$ cat src/rtl/information_mapper_pkg.sv
// Shared definitions for the information mapper / demapper pair.
//   DEFAULT_MAPPER_PARALLELISM : default width of mapped, indicator and info words
//   cnt_width()                : bit count needed for an accumulator fill of 0..2P-1
//   demap_state_e              : demapper control states
package information_mapper_pkg;

  localparam int unsigned DEFAULT_MAPPER_PARALLELISM = 8;

  // Width of a counter able to hold 0..2p-1.
  function automatic int unsigned cnt_width(input int unsigned p);
    return $clog2(2 * p);
  endfunction

  typedef enum logic [0:0] {
    ST_RUN   = 1'b0,
    ST_FLUSH = 1'b1
  } demap_state_e;

endpackage

$ cat src/rtl/information_demapper_if.sv
// Bus bundle between the demapper and its surrounding FIFOs.
//   mapped_in_fifo_*      : show-ahead mapped-word FIFO read side plus indicators
//   data_out_fifo_*       : information-word FIFO write side
//   flush / flush_done    : end-of-frame request and completion pulse
// modport master : the demapper; modport slave : the FIFO / frame-control side.
interface information_demapper_if #(
  parameter int unsigned MAPPER_PARALLELISM = information_mapper_pkg::DEFAULT_MAPPER_PARALLELISM
);

  logic [MAPPER_PARALLELISM-1:0] mapped_in_fifo_rd_data;
  logic [MAPPER_PARALLELISM-1:0] mapping_indicators;
  logic                          mapped_in_fifo_empty;
  logic                          mapped_in_fifo_rd_req;
  logic                          data_out_fifo_full;
  logic                          data_out_fifo_wr_req;
  logic [MAPPER_PARALLELISM-1:0] data_out_fifo_wr_data;
  logic                          flush;
  logic                          flush_done;

  modport master (
    input  mapped_in_fifo_rd_data,
    input  mapping_indicators,
    input  mapped_in_fifo_empty,
    output mapped_in_fifo_rd_req,
    input  data_out_fifo_full,
    output data_out_fifo_wr_req,
    output data_out_fifo_wr_data,
    input  flush,
    output flush_done
  );

  modport slave (
    output mapped_in_fifo_rd_data,
    output mapping_indicators,
    output mapped_in_fifo_empty,
    input  mapped_in_fifo_rd_req,
    output data_out_fifo_full,
    input  data_out_fifo_wr_req,
    input  data_out_fifo_wr_data,
    output flush,
    input  flush_done
  );

endinterface

$ cat src/rtl/info_bit_compactor.sv
// Combinational bit compactor: gathers the data bits whose indicator is set,
// LSB first, into a contiguous word starting at bit 0.
//   data_i : mapped word
//   ind_i  : indicator word (1 = information bit)
//   c_o    : compacted bits, zero above k_o-1
//   k_o    : number of selected bits (popcount of ind_i)
module info_bit_compactor #(
  parameter  int unsigned P  = 8,
  localparam int unsigned KW = $clog2(P + 1)
) (
  input  logic [P-1:0]  data_i,
  input  logic [P-1:0]  ind_i,
  output logic [P-1:0]  c_o,
  output logic [KW-1:0] k_o
);

  logic [KW-1:0] n_v;

  // Running fill position; each selected bit lands at the next free slot.
  always_comb begin
    c_o = '0;
    n_v = '0;
    for (int i = 0; i < int'(P); i++) begin
      if (ind_i[i]) begin
        c_o = c_o | (P'(data_i[i]) << n_v);
        n_v = n_v + KW'(1);
      end
    end
    k_o = n_v;
  end

endmodule

$ cat src/rtl/information_demapper.sv
// Receive-side information demapper. Pops mapped words with their indicators,
// keeps only the information bits, packs them into an accumulator and writes
// full information words to the output FIFO. A flush drains the remainder as a
// zero-padded word and then pulses flush_done.
//   clk, reset : clock, asynchronous active-low reset
//   bus        : FIFO handshakes and flush control (master side)
module information_demapper
  import information_mapper_pkg::*;
#(
  parameter int unsigned MAPPER_PARALLELISM = DEFAULT_MAPPER_PARALLELISM
) (
  input logic                    clk,
  input logic                    reset,
  information_demapper_if.master bus
);

  localparam int unsigned P  = MAPPER_PARALLELISM;
  localparam int unsigned AW = 2 * P;
  localparam int unsigned CW = cnt_width(P);
  localparam int unsigned KW = $clog2(P + 1);

  localparam logic [0:0] S_RUN   = ST_RUN;
  localparam logic [0:0] S_FLUSH = ST_FLUSH;

  logic [0:0]    state_q, state_d;
  logic [AW-1:0] acc_q, acc_d;
  logic [CW-1:0] cnt_q, cnt_d;
  logic          wr_req_q, wr_req_d;
  logic [P-1:0]  wr_data_q, wr_data_d;
  logic          flush_done_q, flush_done_d;

  logic [P-1:0]  comp_c;
  logic [KW-1:0] comp_k;

  logic          have_word_c;
  logic          emit_c;
  logic          flush_emit_c;
  logic          accept_c;
  logic [AW-1:0] acc_e;
  logic [CW-1:0] cnt_e;

  info_bit_compactor #(.P(P)) u_compactor (
    .data_i (bus.mapped_in_fifo_rd_data),
    .ind_i  (bus.mapping_indicators),
    .c_o    (comp_c),
    .k_o    (comp_k)
  );

  // Handshake decisions for the current cycle.
  always_comb begin
    have_word_c  = (cnt_q >= CW'(P));
    emit_c       = have_word_c && !bus.data_out_fifo_full;
    flush_emit_c = (state_q == S_FLUSH) && !have_word_c && (cnt_q != '0)
                   && !bus.data_out_fifo_full;
    accept_c     = reset && (state_q == S_RUN) && !bus.mapped_in_fifo_empty
                   && (!have_word_c || emit_c);
  end

  assign bus.mapped_in_fifo_rd_req = accept_c;

  // Next-state: emit first, then append the compacted bits above what remains.
  always_comb begin
    state_d      = state_q;
    acc_d        = acc_q;
    cnt_d        = cnt_q;
    wr_req_d     = 1'b0;
    wr_data_d    = wr_data_q;
    flush_done_d = 1'b0;
    acc_e        = acc_q;
    cnt_e        = cnt_q;

    if (emit_c || flush_emit_c) begin
      wr_req_d  = 1'b1;
      wr_data_d = acc_q[P-1:0];
      acc_e     = acc_q >> P;
      // A flushed partial word leaves nothing behind.
      cnt_e     = have_word_c ? (cnt_q - CW'(P)) : '0;
    end

    acc_d = acc_e;
    cnt_d = cnt_e;
    if (accept_c) begin
      acc_d = acc_e | (AW'(comp_c) << cnt_e);
      cnt_d = cnt_e + CW'(comp_k);
    end

    case (state_q)
      S_RUN: begin
        if (bus.flush) begin
          state_d = S_FLUSH;
        end
      end
      S_FLUSH: begin
        if (cnt_q == '0) begin
          flush_done_d = 1'b1;
          state_d      = S_RUN;
        end
      end
      default: state_d = S_RUN;
    endcase
  end

  always_ff @(posedge clk or negedge reset) begin
    if (!reset) begin
      state_q      <= S_RUN;
      acc_q        <= '0;
      cnt_q        <= '0;
      wr_req_q     <= 1'b0;
      wr_data_q    <= '0;
      flush_done_q <= 1'b0;
    end else begin
      state_q      <= state_d;
      acc_q        <= acc_d;
      cnt_q        <= cnt_d;
      wr_req_q     <= wr_req_d;
      wr_data_q    <= wr_data_d;
      flush_done_q <= flush_done_d;
    end
  end

  assign bus.data_out_fifo_wr_req  = wr_req_q;
  assign bus.data_out_fifo_wr_data = wr_data_q;
  assign bus.flush_done            = flush_done_q;

endmodule

$ cat src/flat_wrapper.sv
// flat-port wrapper written by rule: the top's interface ports become plain ports
module information_demapper_flat import information_mapper_pkg::*;
#(
  parameter int unsigned MAPPER_PARALLELISM = DEFAULT_MAPPER_PARALLELISM
)
  (clk, reset, bus_mapped_in_fifo_rd_data, bus_mapping_indicators, bus_mapped_in_fifo_empty, bus_mapped_in_fifo_rd_req, bus_data_out_fifo_full, bus_data_out_fifo_wr_req, bus_data_out_fifo_wr_data, bus_flush, bus_flush_done);
  information_demapper_if #(.MAPPER_PARALLELISM(MAPPER_PARALLELISM)) bus_i ();
  input logic clk;
  input logic reset;
  input wire logic [$bits(bus_i.mapped_in_fifo_rd_data)-1:0] bus_mapped_in_fifo_rd_data;
  input wire logic [$bits(bus_i.mapping_indicators)-1:0] bus_mapping_indicators;
  input wire logic [$bits(bus_i.mapped_in_fifo_empty)-1:0] bus_mapped_in_fifo_empty;
  output wire logic [$bits(bus_i.mapped_in_fifo_rd_req)-1:0] bus_mapped_in_fifo_rd_req;
  input wire logic [$bits(bus_i.data_out_fifo_full)-1:0] bus_data_out_fifo_full;
  output wire logic [$bits(bus_i.data_out_fifo_wr_req)-1:0] bus_data_out_fifo_wr_req;
  output wire logic [$bits(bus_i.data_out_fifo_wr_data)-1:0] bus_data_out_fifo_wr_data;
  input wire logic [$bits(bus_i.flush)-1:0] bus_flush;
  output wire logic [$bits(bus_i.flush_done)-1:0] bus_flush_done;
  assign bus_i.mapped_in_fifo_rd_data = bus_mapped_in_fifo_rd_data;
  assign bus_i.mapping_indicators = bus_mapping_indicators;
  assign bus_i.mapped_in_fifo_empty = bus_mapped_in_fifo_empty;
  assign bus_mapped_in_fifo_rd_req = bus_i.mapped_in_fifo_rd_req;
  assign bus_i.data_out_fifo_full = bus_data_out_fifo_full;
  assign bus_data_out_fifo_wr_req = bus_i.data_out_fifo_wr_req;
  assign bus_data_out_fifo_wr_data = bus_i.data_out_fifo_wr_data;
  assign bus_i.flush = bus_flush;
  assign bus_flush_done = bus_i.flush_done;
  information_demapper #(.MAPPER_PARALLELISM(MAPPER_PARALLELISM)) u_core (.clk(clk), .reset(reset), .bus(bus_i));
endmodule
$ cat config.mk
export PLATFORM = sky130hd
export DESIGN_NAME = information_demapper_flat
export DESIGN_NICKNAME = d
export VERILOG_FILES = /design/src/rtl/information_mapper_pkg.sv /design/src/rtl/information_demapper_if.sv /design/src/rtl/info_bit_compactor.sv /design/src/rtl/information_demapper.sv /design/src/flat_wrapper.sv
export SDC_FILE = /design/constraint.sdc
export NUM_CORES = 1
export LEC_CHECK = 0
export BUFFER_PORTS_ARGS = -buffer_cell sky130_fd_sc_hd__buf_2
export CAP_MARGIN = 10
export CORE_ASPECT_RATIO = 2
export CORE_UTILIZATION = 53
export DETAILED_ROUTE_END_ITERATION = 8
export GPL_TIMING_DRIVEN = 0
export PLACE_DENSITY = 0.73
export SYNTH_ARGS = -nofsm -noshare
export SYNTH_HDL_FRONTEND = slang
export SYNTH_SLANG_ARGS = --single-unit
$ cat constraint.sdc
create_clock -name clk -period 6.2 [get_ports clk]
set_input_delay 0.31 -clock clk [delete_from_list [all_inputs] [get_ports clk]]
set_output_delay 0.31 -clock clk [all_outputs]
set_load 0.1 [all_outputs]
==> impl_metrics.tcl <==
set metrics [dict create \
    arrival_ns 6.04 \
    end_kind "register" \
    irDropWorstVdd_mv 0.417 \
    multi_input_area_um2 2140 \
    ctsResizeCount 0 \
    status "complete, no violations" \
    clock_path_buffers 2 \
    r2r_slack_ns 3.14 \
    numPortBuffers 30 \
    drt_iter0_markers 137 \
    finalMaxSlewViolations 0 \
    power_density_nw_per_um2 403 \
    numCtsBuffers 5 \
    gp_congestion 0.938 \
    ctsHoldBuffers 0 \
    p_leak_nw 1.56 \
    seq_area_um2 776 \
    drv_cap 0 \
    final_hold_viol_count 0 \
    ctsHtreeMaxLevel 2 \
    final_nets 461 \
    via_per_inst 6.11 \
    async_reset_ff_share_pct 100 \
    setup_tns_ns 0 \
    drtPass1Iterations 4 \
    ant_nets 0 \
    relSlewSlack_pct 54.8 \
    ys_seq_elements 31 \
    cp.required_ns 6.39 \
    drc 0 \
    grtUsageTotal_pct 27.8 \
    path_max_fanout 7 \
    cts_root_buf "clkbuf_8" \
    setup_violations 0 \
    period_share_pct 94.4 \
    start_kind "input port" \
    cpMostUsedCell "ha_1" \
    clk_latency_ns 0.29 \
    synth_edf_count 0 \
    via_count 2968 \
    final_layout_size_suffix_gt1_share_pct 14.1 \
    wl_per_cell_um 16.2 \
    grt_max_degree 33 \
    avgSynthCellArea_um2 7.92 \
    slowest_delay_ns 0.47 \
    io_pins 32 \
    antenna_found_initial 0 \
    start_util_pct 55.7 \
    cts.sinks 31 \
    design.die.area_um2 6130 \
    synth_ff_type "dfrtp_1" \
    die_y_um 110 \
    hp-class "input port to asynchronous set/reset pin" \
    grt_pass1_vias 3023 \
    grt_overflow_total 0 \
    skew_ns 0.00280 \
    clk_pin_slew_ns 0.06 \
    final_common_cell "nand2_1" \
    layout_common_cells "67 x nand2_1, 40 x nor2_1, 32 x buf_2" \
    synth_seq_area_share_pct 25.2 \
    fmax_ghz 0.171 \
    routed_wirelength_um 7900 \
    synth_cell_type_count 65 \
    worstMarginPinSlew_ns 0.678 \
    synth_fp_nets 424 \
    crit_type "input port to register" \
    syn2layout_area_growth_pct 10.1 \
    rsz0062_at_grt "no" \
    synth_area_um2 3070 \
    rows 38 \
    grt_pass1_wl_um 13300 \
    post_cts_buffers 0 \
    p_total_w 0.00136 \
    antenna_cells 0 \
    dp_hpwl_um 6400 \
    ys_warn_count 0 \
    period_minus_slack_ns 5.85 \
    coreArea_um2 5520 \
    cts_tree "built" \
    crit_slowest_cell "xnor2_1" \
    nFillCells 523 \
    synthCells 388 \
    fp.dieW_um 55.9 \
]
layer usage:
layer	wire, µm	part of all wire, %	vias up	global-route usage [%]
met1	2780	35	1375	25.0
met2	4530	57	88	55.9
met3	208	2.6	31	3.06
met5	0	0	-	0
li1	-	-	1474	-
met4	376	4.8	0	19.3
path summary, 6_finish.rpt:
kind,depth (start not counted),to,start
worst max register to register,11,u_core.cnt_q[3],u_core.cnt_q[3]
min in group clk,3,u_core.state_q,bus_flush
max in group asynchronous,1,u_core.acc_q[9],reset
worst min-delay path,1,u_core.state_q,reset
worst min register to register,2,u_core.bus.data_out_fifo_wr_data[0],u_core.bus.data_out_fifo_wr_data[0]
worst max-delay path,25,u_core.acc_q[7],bus_mapping_indicators[0]
cell families (layout without fill, tap and decap cells):
kind of cell / after synthesis / after routing / synth area share [%]
xor gates and xnor gates: 20 / 20 / 7.37
AOI/OAI and AO/OA: 91 / 91 / 22.0
DFF: 31 / 31 / 25.2
and+or+nand+nor: 169 / 169 / 25.4
buffers and inverters: 39 / 77 / 5.21
adders and majority gates: 15 / 15 / 6.35
muxes: 23 / 23 / 8.47
Yosys cell counts, types with 6 or more instances:
| cell type | n | share of area, % |
|---|---|---|
| o221ai_1 | 9 | 2.6 |
| nand2b_1 | 7 | 1.4 |
| a21oi_1 | 19 | 3.1 |
| inv_1 | 15 | 1.8 |
| and2_1 | 7 | 1.4 |
| a31oi_1 | 6 | 1.2 |
| ha_1 | 14 | 5.7 |
| mux2i_1 | 17 | 5.5 |
| nand2_1 | 67 | 8.2 |
| clkbuf_1 | 14 | 1.7 |
| nor2_1 | 40 | 4.9 |
| xnor2_1 | 13 | 3.7 |
| o21ai_0 | 10 | 1.6 |
| dfrtp_1 | 31 | 25 |
| nor3_1 | 7 | 1.1 |
| nand3_1 | 15 | 2.4 |
sequential cells by signal (all words and copies together), names as in the netlist:
signal / count
u_core.acc_q: 16
u_core.bus.data_out_fifo_wr_data: 8
u_core.cnt_q: 4
u_core.bus.data_out_fifo_wr_req: 1
u_core.bus.flush_done: 1
u_core.state_q: 1
worst max-delay path, delay by kind of cell:
family / cells / cell delay (ns)
fa+ha+maj: 5 / 1.65
buf+inv: 5 / 0.49
simple gates: 4 / 0.66
mux: 4 / 1.21
compound gates: 4 / 0.87
xor+xnor: 3 / 0.85
power breakdown:
part	leakage (nW)	internal, W	switching [W]
combinational	1.11	0.000269	0.000627
sequential	0.402	0.000277	0.0000353
clock	0.0477	0.0000766	0.0000776
layout make-up:
cell class	instances	share of cell area, %
Inverter	18	2.00
Multi-Input combinational cell	318	63.2
Clock buffer	5	2.03
Sequential cell	31	22.9
Timing Repair Buffer	30	4.44
Buffer	21	2.74
Tap cell	60	2.22
Clock inverter	3	0.444
per-stage QoR:
step | setup slack (ns) | instances | utilization [%] | instance area [µm²] | hold WS, ns
3_5_place_dp | 0.0444 | 478 | 59.8 | 3300 | 0.386
2_1_floorplan | 0.934 | 388 | - | 3070 | 0.0144
5_1_grt | 0.00603 | 486 | 61.3 | 3380 | 0.106
6_report | 0.350 | 486 | 61.3 | 3380 | 0.0506
3_3_place_gp | 0.176 | 478 | 59.8 | 3300 | 0.381
4_1_cts | 0.323 | 486 | 61.3 | 3380 | 0.0776
(Power assumes the default switching activity.)
